===== config.mk =====
export PLATFORM = sky130hd
export DESIGN_NAME = branch_predict_unit
export DESIGN_NICKNAME = d
export VERILOG_FILES = /design/src/rtl/branch_predict_unit.sv
export SDC_FILE = /design/constraint.sdc
export NUM_CORES = 2
export LEC_CHECK = 0
export BUFFER_PORTS_ARGS = -buffer_cell sky130_fd_sc_hd__buf_4
export CORE_UTILIZATION = 60
export DETAILED_ROUTE_END_ITERATION = 8
export PLACE_DENSITY = 0.85
export SKIP_LAST_GASP = 1
export SLEW_MARGIN = 10
export SYNTH_ARGS = -nofsm -noshare
export SYNTH_HDL_FRONTEND = slang
export SYNTH_SLANG_ARGS = --single-unit

===== constraint.sdc =====
create_clock -name clk -period 14.9 [get_ports clk]
set_input_delay 2.235 -clock clk [delete_from_list [all_inputs] [get_ports clk]]
set_output_delay 2.235 -clock clk [all_outputs]
set_load 0.01 [all_outputs]

===== src/rtl/branch_predict_unit.sv =====
// Branch predict unit: direct-mapped BTB with 2-bit counters for fetch-side
// next-PC prediction, plus execute-side branch resolve, redirect and table update.
module branch_predict_unit #(
  parameter int unsigned XLEN    = 32,
  parameter int unsigned ENTRIES = 16
) (
  input  logic            clk,
  input  logic            rst,
  input  logic [XLEN-1:0] i_f_pc,
  output logic            o_f_taken,
  output logic [XLEN-1:0] o_f_npc,
  input  logic            i_ex_valid,
  input  logic [6:0]      i_ex_op,
  input  logic [2:0]      i_ex_funct3,
  input  logic [XLEN-1:0] i_ex_pc,
  input  logic [XLEN-1:0] i_ex_imm,
  input  logic [XLEN-1:0] i_ex_rs1,
  input  logic [XLEN-1:0] i_ex_rs2,
  input  logic [XLEN-1:0] i_ex_pred_npc,
  output logic            o_ex_taken,
  output logic [XLEN-1:0] o_ex_npc,
  output logic            o_ex_mispredict,
  output logic [31:0]     o_miss_cnt
);

  localparam int unsigned IDX_W = $clog2(ENTRIES);
  localparam int unsigned TAG_W = XLEN - 2 - IDX_W;

  localparam logic [6:0] OP_BRANCH = 7'b1100011;
  localparam logic [6:0] OP_JAL    = 7'b1101111;
  localparam logic [6:0] OP_JALR   = 7'b1100111;

  logic             valid_q [ENTRIES];
  logic [1:0]       ctr_q   [ENTRIES];
  logic [TAG_W-1:0] tag_q   [ENTRIES];
  logic [XLEN-1:0]  tgt_q   [ENTRIES];
  logic             jmp_q   [ENTRIES];
  logic [31:0]      miss_cnt_q, miss_cnt_d;

  logic [IDX_W-1:0] f_idx;
  logic             f_hit;

  logic             is_branch, is_jump, is_ctrl;
  logic             cond, res_taken;
  logic [XLEN-1:0]  res_tgt, seq_pc;

  logic [IDX_W-1:0] ex_idx;
  logic [TAG_W-1:0] ex_tag;
  logic             ex_hit;
  logic             valid_we, valid_d;
  logic             ctr_we;
  logic [1:0]       ctr_d;
  logic             data_we;

  logic unused_pc_lsbs;
  assign unused_pc_lsbs = ^{i_f_pc[1:0], i_ex_pc[1:0]};

  // Fetch lookup from registered table state
  always_comb begin
    f_idx     = i_f_pc[IDX_W+1:2];
    f_hit     = valid_q[f_idx] && (tag_q[f_idx] == i_f_pc[XLEN-1:IDX_W+2]);
    o_f_taken = f_hit && (jmp_q[f_idx] || ctr_q[f_idx][1]);
    o_f_npc   = o_f_taken ? tgt_q[f_idx] : i_f_pc + XLEN'(4);
  end

  // Execute-side resolve; everything reads as zero for an invalid slot
  always_comb begin
    is_branch = (i_ex_op == OP_BRANCH);
    is_jump   = (i_ex_op == OP_JAL) || (i_ex_op == OP_JALR);
    is_ctrl   = is_branch || is_jump;
    seq_pc    = i_ex_pc + XLEN'(4);
    cond      = 1'b0;
    case (i_ex_funct3)
      3'b000:  cond = (i_ex_rs1 == i_ex_rs2);
      3'b001:  cond = (i_ex_rs1 != i_ex_rs2);
      3'b100:  cond = ($signed(i_ex_rs1) <  $signed(i_ex_rs2));
      3'b101:  cond = ($signed(i_ex_rs1) >= $signed(i_ex_rs2));
      3'b110:  cond = (i_ex_rs1 <  i_ex_rs2);
      3'b111:  cond = (i_ex_rs1 >= i_ex_rs2);
      default: cond = 1'b0;
    endcase
    res_taken = is_jump || (is_branch && cond);
    if (i_ex_op == OP_JALR) res_tgt = (i_ex_rs1 + i_ex_imm) & ~XLEN'(3);
    else                    res_tgt = i_ex_pc + i_ex_imm;

    o_ex_taken      = i_ex_valid && res_taken;
    o_ex_npc        = '0;
    if (i_ex_valid) o_ex_npc = res_taken ? res_tgt : seq_pc;
    o_ex_mispredict = i_ex_valid && (i_ex_pred_npc != o_ex_npc);
  end

  // Table update controls for the entry addressed by the execute PC
  always_comb begin
    ex_idx   = i_ex_pc[IDX_W+1:2];
    ex_tag   = i_ex_pc[XLEN-1:IDX_W+2];
    ex_hit   = valid_q[ex_idx] && (tag_q[ex_idx] == ex_tag);
    valid_we = 1'b0;
    valid_d  = 1'b0;
    ctr_we   = 1'b0;
    ctr_d    = ctr_q[ex_idx];
    data_we  = 1'b0;
    if (i_ex_valid) begin
      if (is_ctrl && ex_hit) begin
        data_we = 1'b1;
        ctr_we  = 1'b1;
        if (res_taken) ctr_d = (ctr_q[ex_idx] == 2'd3) ? 2'd3 : ctr_q[ex_idx] + 2'd1;
        else           ctr_d = (ctr_q[ex_idx] == 2'd0) ? 2'd0 : ctr_q[ex_idx] - 2'd1;
      end else if (is_ctrl && res_taken) begin
        data_we  = 1'b1;
        valid_we = 1'b1;
        valid_d  = 1'b1;
        ctr_we   = 1'b1;
        ctr_d    = is_jump ? 2'd3 : 2'd2;
      end else if (!is_ctrl && ex_hit) begin
        valid_we = 1'b1;
        valid_d  = 1'b0;
      end
    end
    miss_cnt_d = (o_ex_mispredict && (miss_cnt_q != 32'hFFFF_FFFF)) ?
                 miss_cnt_q + 32'd1 : miss_cnt_q;
  end

  always_ff @(posedge clk or posedge rst) begin
    if (rst) begin
      for (int unsigned i = 0; i < ENTRIES; i++) begin
        valid_q[i] <= 1'b0;
        ctr_q[i]   <= 2'b01;
      end
      miss_cnt_q <= '0;
    end else begin
      if (valid_we) valid_q[ex_idx] <= valid_d;
      if (ctr_we)   ctr_q[ex_idx]   <= ctr_d;
      miss_cnt_q <= miss_cnt_d;
    end
  end

  // Payload fields are qualified by valid, so they carry no reset
  always_ff @(posedge clk) begin
    if (data_we) begin
      tag_q[ex_idx] <= ex_tag;
      tgt_q[ex_idx] <= res_tgt;
      jmp_q[ex_idx] <= is_jump;
    end
  end

  assign o_miss_cnt = miss_cnt_q;

endmodule


# Yosys cells after proc, flatten, opt, wreduce, memory -nomap -nowiden
# Memory sizes are Yosys's and may differ from the RTL's.
# Index checks and enable logic that the tools add are counted.
# op_classes
n_addsub	7
n_lt_le_gt_ge	7
n_eq_ne	15
muxes	41
bitwise	2
reduce_logical	18
# ops
op	n
32-bit 2-to-1 mux	4
32-bit by 3-bit adder with 32-bit output (second input constant)	2
32-bit adder	2
32-bit greater-or-equal comparator	2
32-bit less-than comparator	2
32-bit inequality test	2
26-bit equality test	2
32-bit by 1-bit adder with 32-bit output (second input constant)	1
32-bit bitwise mux	1
32-bit equality test	1
32-bit inequality test (second input constant)	1
2-bit 2-to-1 mux	11
7-bit equality test (second input constant)	3
1-bit 2-to-1 mux	17
2-bit binary-select mux with 4-bit select	2
16-bit bitwise mux	1
3-bit equality test (second input constant)	4
1-bit logical AND	11
5-bit greater-or-equal comparator (second input constant)	2
4-bit NOT with 5-bit output	2
1-bit binary-select mux with 4-bit select	2
2-bit demux with 4-bit select	1
1-bit case mux with 6 select lines	1
5-bit by 1-bit less-than comparator with 1-bit output (second input constant)	1
9 further kinds	12
# word_totals
regBits	80
mem_bits_rw	944
inputBits	205
out_inout_bits	99
wordCells	126
n_memories	3
# memory_table
name	depth	word_bits	rd	rd_clocked_by_memory_dff	wr	line	source
tgt_q	16	32	1	0	1	36	logic [XLEN-1:0] tgt_q [ENTRIES];
tag_q	16	26	2	0	1	35	logic [TAG_W-1:0] tag_q [ENTRIES];
jmp_q	16	1	1	0	1	37	logic jmp_q [ENTRIES];

# Longest topological paths before layout
# logic_depth
word_depth	10
mapped_depth	20
ltp_nobuf	16

# Worst setup path after synthesis
# OpenSTA, ideal clock, no wires.
# synth_timing
path_kind	input port to flip-flop
startpoint	input i_ex_pc[2]
endpoint	register ctr_q[26] in the netlist's numbering
setup_ps	79
arrival_ps	10261
t_required_ps	14821
path_slack_ps	4559
path_stages	13
path_buffers	2
path_cell_list	clkbuf_1 > buf_1 > mux4_2 > mux4_2 > xnor2_1 > nand4_1 > nor4_1 > nand2_1 > or2_2 > a21oi_1 > nand2_1 > nor3_1 > mux2_2
# synth_via
elab_chain_len	10
elab_cells_between_ends	29
classes_between	add/sub (2); order compare (2); eq/ne (2); mux (17); bitwise (1); reduce/logical (4); memory (1)
# synth_rtl
item	line	source
start, declared	15	input logic [XLEN-1:0] i_ex_pc,
4-bit NOT with 5-bit output (implied by the code)	n/a	
2-bit binary-select mux with 4-bit select	100, 106, 107	
2-bit 2-to-1 mux (implied by the code) (2 in series)	100, 106, 107	
2-bit by 1-bit subtractor with 2-bit output (tied with other cells)	107	else ctr_d = (ctr_q[ex_idx] == 2'd0) ? 2'd0 : ctr_q[ex_idx] - 2'd1;
2-bit 2-to-1 mux (on tied branches)	107, 106	
2-bit 2-to-1 mux	106	if (res_taken) ctr_d = (ctr_q[ex_idx] == 2'd3) ? 2'd3 : ctr_q[ex_idx] + 2'd1;
2-bit 2-to-1 mux	103	if (is_ctrl && ex_hit) begin
2-bit 2-to-1 mux	102	if (i_ex_valid) begin
32-bit bitwise mux	132	if (ctr_we) ctr_q[ex_idx] <= ctr_d;
end signal, assigned by index	132	
end, declared	34	logic [1:0] ctr_q [ENTRIES];
# Parallel ways exist; a longest one is shown, timed or not. The select of a mux whose other input is x is not followed.
# A chain may end at the register's enable or synchronous reset.

# Final worst setup path
# layout_timing
startpoint	input i_ex_pc[2]
endpoint	output o_ex_mispredict
# layout_via
elab_chain_len	6
elab_cells_between_ends	7
classes_between	add/sub (2); eq/ne (1); mux (3); reduce/logical (1)
# layout_rtl
item	line	source
32-bit adder	84	else res_tgt = i_ex_pc + i_ex_imm;
32-bit 2-to-1 mux	83	if (i_ex_op == OP_JALR) res_tgt = (i_ex_rs1 + i_ex_imm) & ~XLEN'(3);
32-bit 2-to-1 mux (*) (2 in series)	88	if (i_ex_valid) o_ex_npc = res_taken ? res_tgt : seq_pc;
32-bit inequality test (*)	89	o_ex_mispredict = i_ex_valid && (i_ex_pred_npc != o_ex_npc);
1-bit logical AND (*)	89	
end, declared	22	output logic o_ex_mispredict,
# Mark *: on every way between the ends. The rest lies on a longest branch, timed or not.

==> results.py <==
metrics = {
    "global_route": {
        "global_route.usage.met3_pct": 12.06,
        "globalRouteTotalUtil_pct": 40.60,
        "grt.overflow.total": 0,
        "wire_length_of_the_first_global_routing_pass_um": 244500,
        "grtUsageMet2_pct": 63.33,
        "grt_start_max_net_pins": 124,
        "first_global_vias": 35210,
        "groute.layer.met1.usage_pct": 48.75,
        "globalRoute.busiestLayer": "met2",
        "antenna_violations_before_repair": 17,
    },
    "place": {
        "routabilityCongestion": 1.037,
        "place_hpwl_um": 103000,
        "numPortBuffers": 303,
    },
    "floorplanning": {
        "rows": 106,
        "starting_density_of_the_core_pct": 60.57,
        "top_level_ports": 304,
        "vertical_extent_of_the_die_um": 292.4,
        "core_region_area_um2": 83560,
        "die-area_um2": 85520,
        "die_span_in_x_um": 292.4,
    },
    "synth": {
        "synth_edf_count": 944,
        "syn_inst": 3094,
        "synth-seq-area-share_pct": 60.00,
        "synth_seq_cells": 1024,
        "synth.distinct_cells": 86,
        "fraction_of_registers_with_async_set_reset_pct": 7.813,
        "yosysWarnings": 0,
        "post_synth_instance_area_um2": 50610,
        "postSynthNetCount": 3399,
        "syn-mean-instance-area_um2": 16.36,
        "synth-main-ff-cell": "sky130_fd_sc_hd__edfxtp_1",
    },
    "power": {
        "cellLeakagePower_nw": 19.67,
        "clock_power_share_pct": 38.6,
        "intPower_mw": 4.985,
        "power_density_nw_per_um2": 116.7,
        "combinationalPowerShare_pct": 13.2,
        "netSwitchingFraction_pct": 25.84,
        "total_switching_power_mw": 1.737,
        "report.power.total_mw": 6.721,
        "share_seq_of_total_power_pct": 48.2,
        "irDropWorstVdd_v": 0.0001054,
    },
    "clocking": {
        "post_cts_resize_count": 0,
        "cts_root_buf": "sky130_fd_sc_hd__clkbuf_16",
        "clkTransAtPathRegs_ns": 0.06,
        "worstSkewPairLatency_ns": 0.70,
        "tritoncts": "built",
        "cts_buffers": 99,
        "cts_post_setup_buffers_inserted": 0,
        "cts-htree-levels": 3,
        "max-clock-path-buffers": 3,
        "cts.sink_count": 1024,
        "postCtsHoldBufs": 0,
    },
    "timing": {
        "timing.max_slew.rel_slack_pct": 16.17,
        "skew_ns": 0.04342,
        "final_min_period_over_clock_period_pct": 68.53,
        "timing.fmax_mhz": 97.94,
        "finalHoldViolations": 0,
        "timing_worst_slew_pin_value_ns": 1.257,
        "hold-worst-slack_ns": 0.4950,
        "report.final.slew_viol_count": 0,
        "period_minus_slack_ns": 10.21,
        "grt_setup_unrepaired": "no",
        "final_setup_viols": 0,
        "timing.setup.tns_ns": 0,
    },
    "finish": {
        "area_delta_synth_final_pct": 13.76,
        "finish.utilization_pct": 68.91,
        "drive_above_1_share_pct": 30.42,
        "fill_cells": 5126,
        "layout.nets": 3709,
    },
    "critical_path": {
        "path_class": "input pin to output pin",
        "critical_path_fanouts_max": 63,
        "cp_data_required_time_ns": 12.66,
        "reg2reg_to": "tgt_q[4][14]",
        "worstReg2RegStart": "tag_q[3][8]",
        "worstSetupEndpointType": "output pin",
        "worst_setup_path_start_kind": "input pin",
        "worstRegToRegCells": 11,
        "setup_slack_of_the_worst_register_to_register_path_ns": 8.68,
        "timing.critical_path.arrival_ns": 7.98,
    },
    "hold_path": {
        "min-delay-start": "o_miss_cnt[25]",
        "worst_hold_path.endpoint": "o_miss_cnt[25]",
        "class_of_the_tightest_hold_or_removal_check": "flip-flop to flip-flop",
        "holdPathStages": 1,
    },
    "run_status": {
        "result_of_the_run": "finished clean",
    },
    "routing": {
        "firstDrtPassIters": 7,
        "drt_iter0_markers": 6218,
        "post-route-drc-count": 0,
        "route.detailed.vias_per_inst": 7.695,
        "drt_wl_total_um": 173300,
        "dr_total_vias": 35190,
        "routed_wire_length_per_instance_um": 37.89,
        "route.antenna.remaining_nets": 0,
    },
    "flow_run": {
        "timing.max_cap.violations": 0,
    },
}
## flip-flops by register name (all words and copies together) (netlist names)
signal and cells:
ctr_q 32, jmp_q 16, o_miss_cnt 32, tag_q 416
tgt_q 512, valid_q 16
## layout by cell type (no fill, tap or decap), types with 64 or more instances in the layout
cell	count
sky130_fd_sc_hd__inv_1	80
sky130_fd_sc_hd__ha_1	99
sky130_fd_sc_hd__nand2_1	172
sky130_fd_sc_hd__mux4_2	436
sky130_fd_sc_hd__dfrtp_1	64
sky130_fd_sc_hd__xnor2_1	130
sky130_fd_sc_hd__nor2_1	112
sky130_fd_sc_hd__buf_4	366
sky130_fd_sc_hd__nand3_1	79
sky130_fd_sc_hd__clkbuf_16	102
sky130_fd_sc_hd__o21ai_0	101
sky130_fd_sc_hd__a21oi_1	96
sky130_fd_sc_hd__edfxtp_1	944
## routing by layer
| metal | wire length (µm) | vias to the layer above | part of all wire [%] |
|---|---|---|---|
| li1 | - | 13260 | - |
| met1 | 52370 | 17200 | 30 |
| met2 | 80290 | 3749 | 46 |
| met3 | 25320 | 978 | 15 |
| met4 | 15280 | 4 | 8.8 |
| met5 | 24 | - | 0.014 |
## kinds of logic after synthesis
logic type                 after synthesis  share of synthesized area [%]
AOI/OAI and AO/OA                      414                          5.308
xor gates and xnor gates               191                          3.305
buffers and inverters                  244                          1.854
adders and majority gates              100                          2.487
DFF                                   1024                          60.00
muxes                                  507                          20.91
and+or+nand+nor                        614                          6.128
## cell usage after synthesis, types with 48 or more instances
library cell | number | area (µm²)
sky130_fd_sc_hd__nand4_1 | 52 | 325.3
sky130_fd_sc_hd__xor2_1 | 61 | 534.3
sky130_fd_sc_hd__buf_1 | 48 | 180.2
sky130_fd_sc_hd__edfxtp_1 | 944 | 28350
sky130_fd_sc_hd__ha_1 | 99 | 1239
sky130_fd_sc_hd__clkbuf_1 | 99 | 371.6
sky130_fd_sc_hd__nor2_1 | 123 | 461.7
sky130_fd_sc_hd__dfrtp_1 | 64 | 1602
sky130_fd_sc_hd__mux4_2 | 436 | 9819
sky130_fd_sc_hd__o21ai_0 | 105 | 525.5
sky130_fd_sc_hd__inv_1 | 82 | 307.8
sky130_fd_sc_hd__nand2_1 | 172 | 645.6
sky130_fd_sc_hd__nand3_1 | 79 | 395.4
sky130_fd_sc_hd__a21oi_1 | 96 | 480.5
sky130_fd_sc_hd__xnor2_1 | 130 | 1139
sky130_fd_sc_hd__and3_1 | 49 | 306.5
## worst max-delay path, cell delays in order
cell	delay, ns
sky130_fd_sc_hd__clkbuf_8	0.59
sky130_fd_sc_hd__ha_1	0.45
sky130_fd_sc_hd__nand3_1	0.23
sky130_fd_sc_hd__nor3_1	0.50
sky130_fd_sc_hd__a2bb2oi_1	0.30
sky130_fd_sc_hd__nor4bb_1	0.46
sky130_fd_sc_hd__o2111ai_1	0.20
sky130_fd_sc_hd__nor4_2	0.36
sky130_fd_sc_hd__nand3_1	0.13
sky130_fd_sc_hd__a221o_1	0.40
sky130_fd_sc_hd__a2111o_1	0.39
sky130_fd_sc_hd__or4_1	0.55
sky130_fd_sc_hd__nor4b_2	0.28
sky130_fd_sc_hd__nand4b_1	0.14
sky130_fd_sc_hd__buf_4	0.27
sky130_fd_sc_hd__nand2_1	0.12
sky130_fd_sc_hd__inv_1	0.06
sky130_fd_sc_hd__buf_4	0.13
## worst max path at each step
| stage | startpoint | slack [ns] | to | cells after the start |
|---|---|---|---|---|
| 6_report | i_ex_pc[2] | 4.69 | o_ex_mispredict | 18 |
| 5_1_grt | i_ex_pc[2] | 4.56 | o_ex_mispredict | 18 |
| 4_1_cts | i_ex_pc[2] | 4.91 | o_ex_mispredict | 18 |
| 3_5_place_dp | i_ex_pc[2] | 5.04 | o_ex_mispredict | 19 |
| 3_3_place_gp | i_ex_pc[2] | 5.10 | o_ex_mispredict | 19 |
| 2_1_floorplan | i_ex_pc[2] | 4.56 | ctr_q[26] | 13 |
## metrics by stage
| step | area, µm² | instances | setup WS (ns) |
|---|---|---|---|
| after floorplan | 50610 | 3094 | 4.559 |
| after global placement | 54270 | 4383 | 5.103 |
| after detailed placement | 54270 | 4383 | 5.043 |
| after CTS | 57560 | 4564 | 4.915 |
| after global routing | 57570 | 4570 | 4.559 |
| final | 57580 | 4573 | 4.689 |
## area by class of cell
class / count / area [µm²] / area share (%)
clock buffer: 115 / 2601 / 4.518
multi-input combinational: 1826 / 19430 / 33.74
antenna: 9 / 22.52 / 0.03911
clock inverter: 66 / 681.9 / 1.184
sequential: 1024 / 30370 / 52.74
inverter: 83 / 311.5 / 0.5411
tap: 1080 / 1351 / 2.347
timing repair buffer: 370 / 2811 / 4.883
## power groups by stage
stage | sequential (mW) | clock, mW | combinational (mW)
finish | 3.24 | 2.59 | 0.890
CTS | 3.24 | 2.58 | 0.854
global route | 3.24 | 2.67 | 0.915
global placement | 3.30 | 0 | 0.817
floorplan | 3.30 | 0 | 0.478
detailed placement | 3.30 | 0 | 0.836
Power figures use the tool's default switching activity.
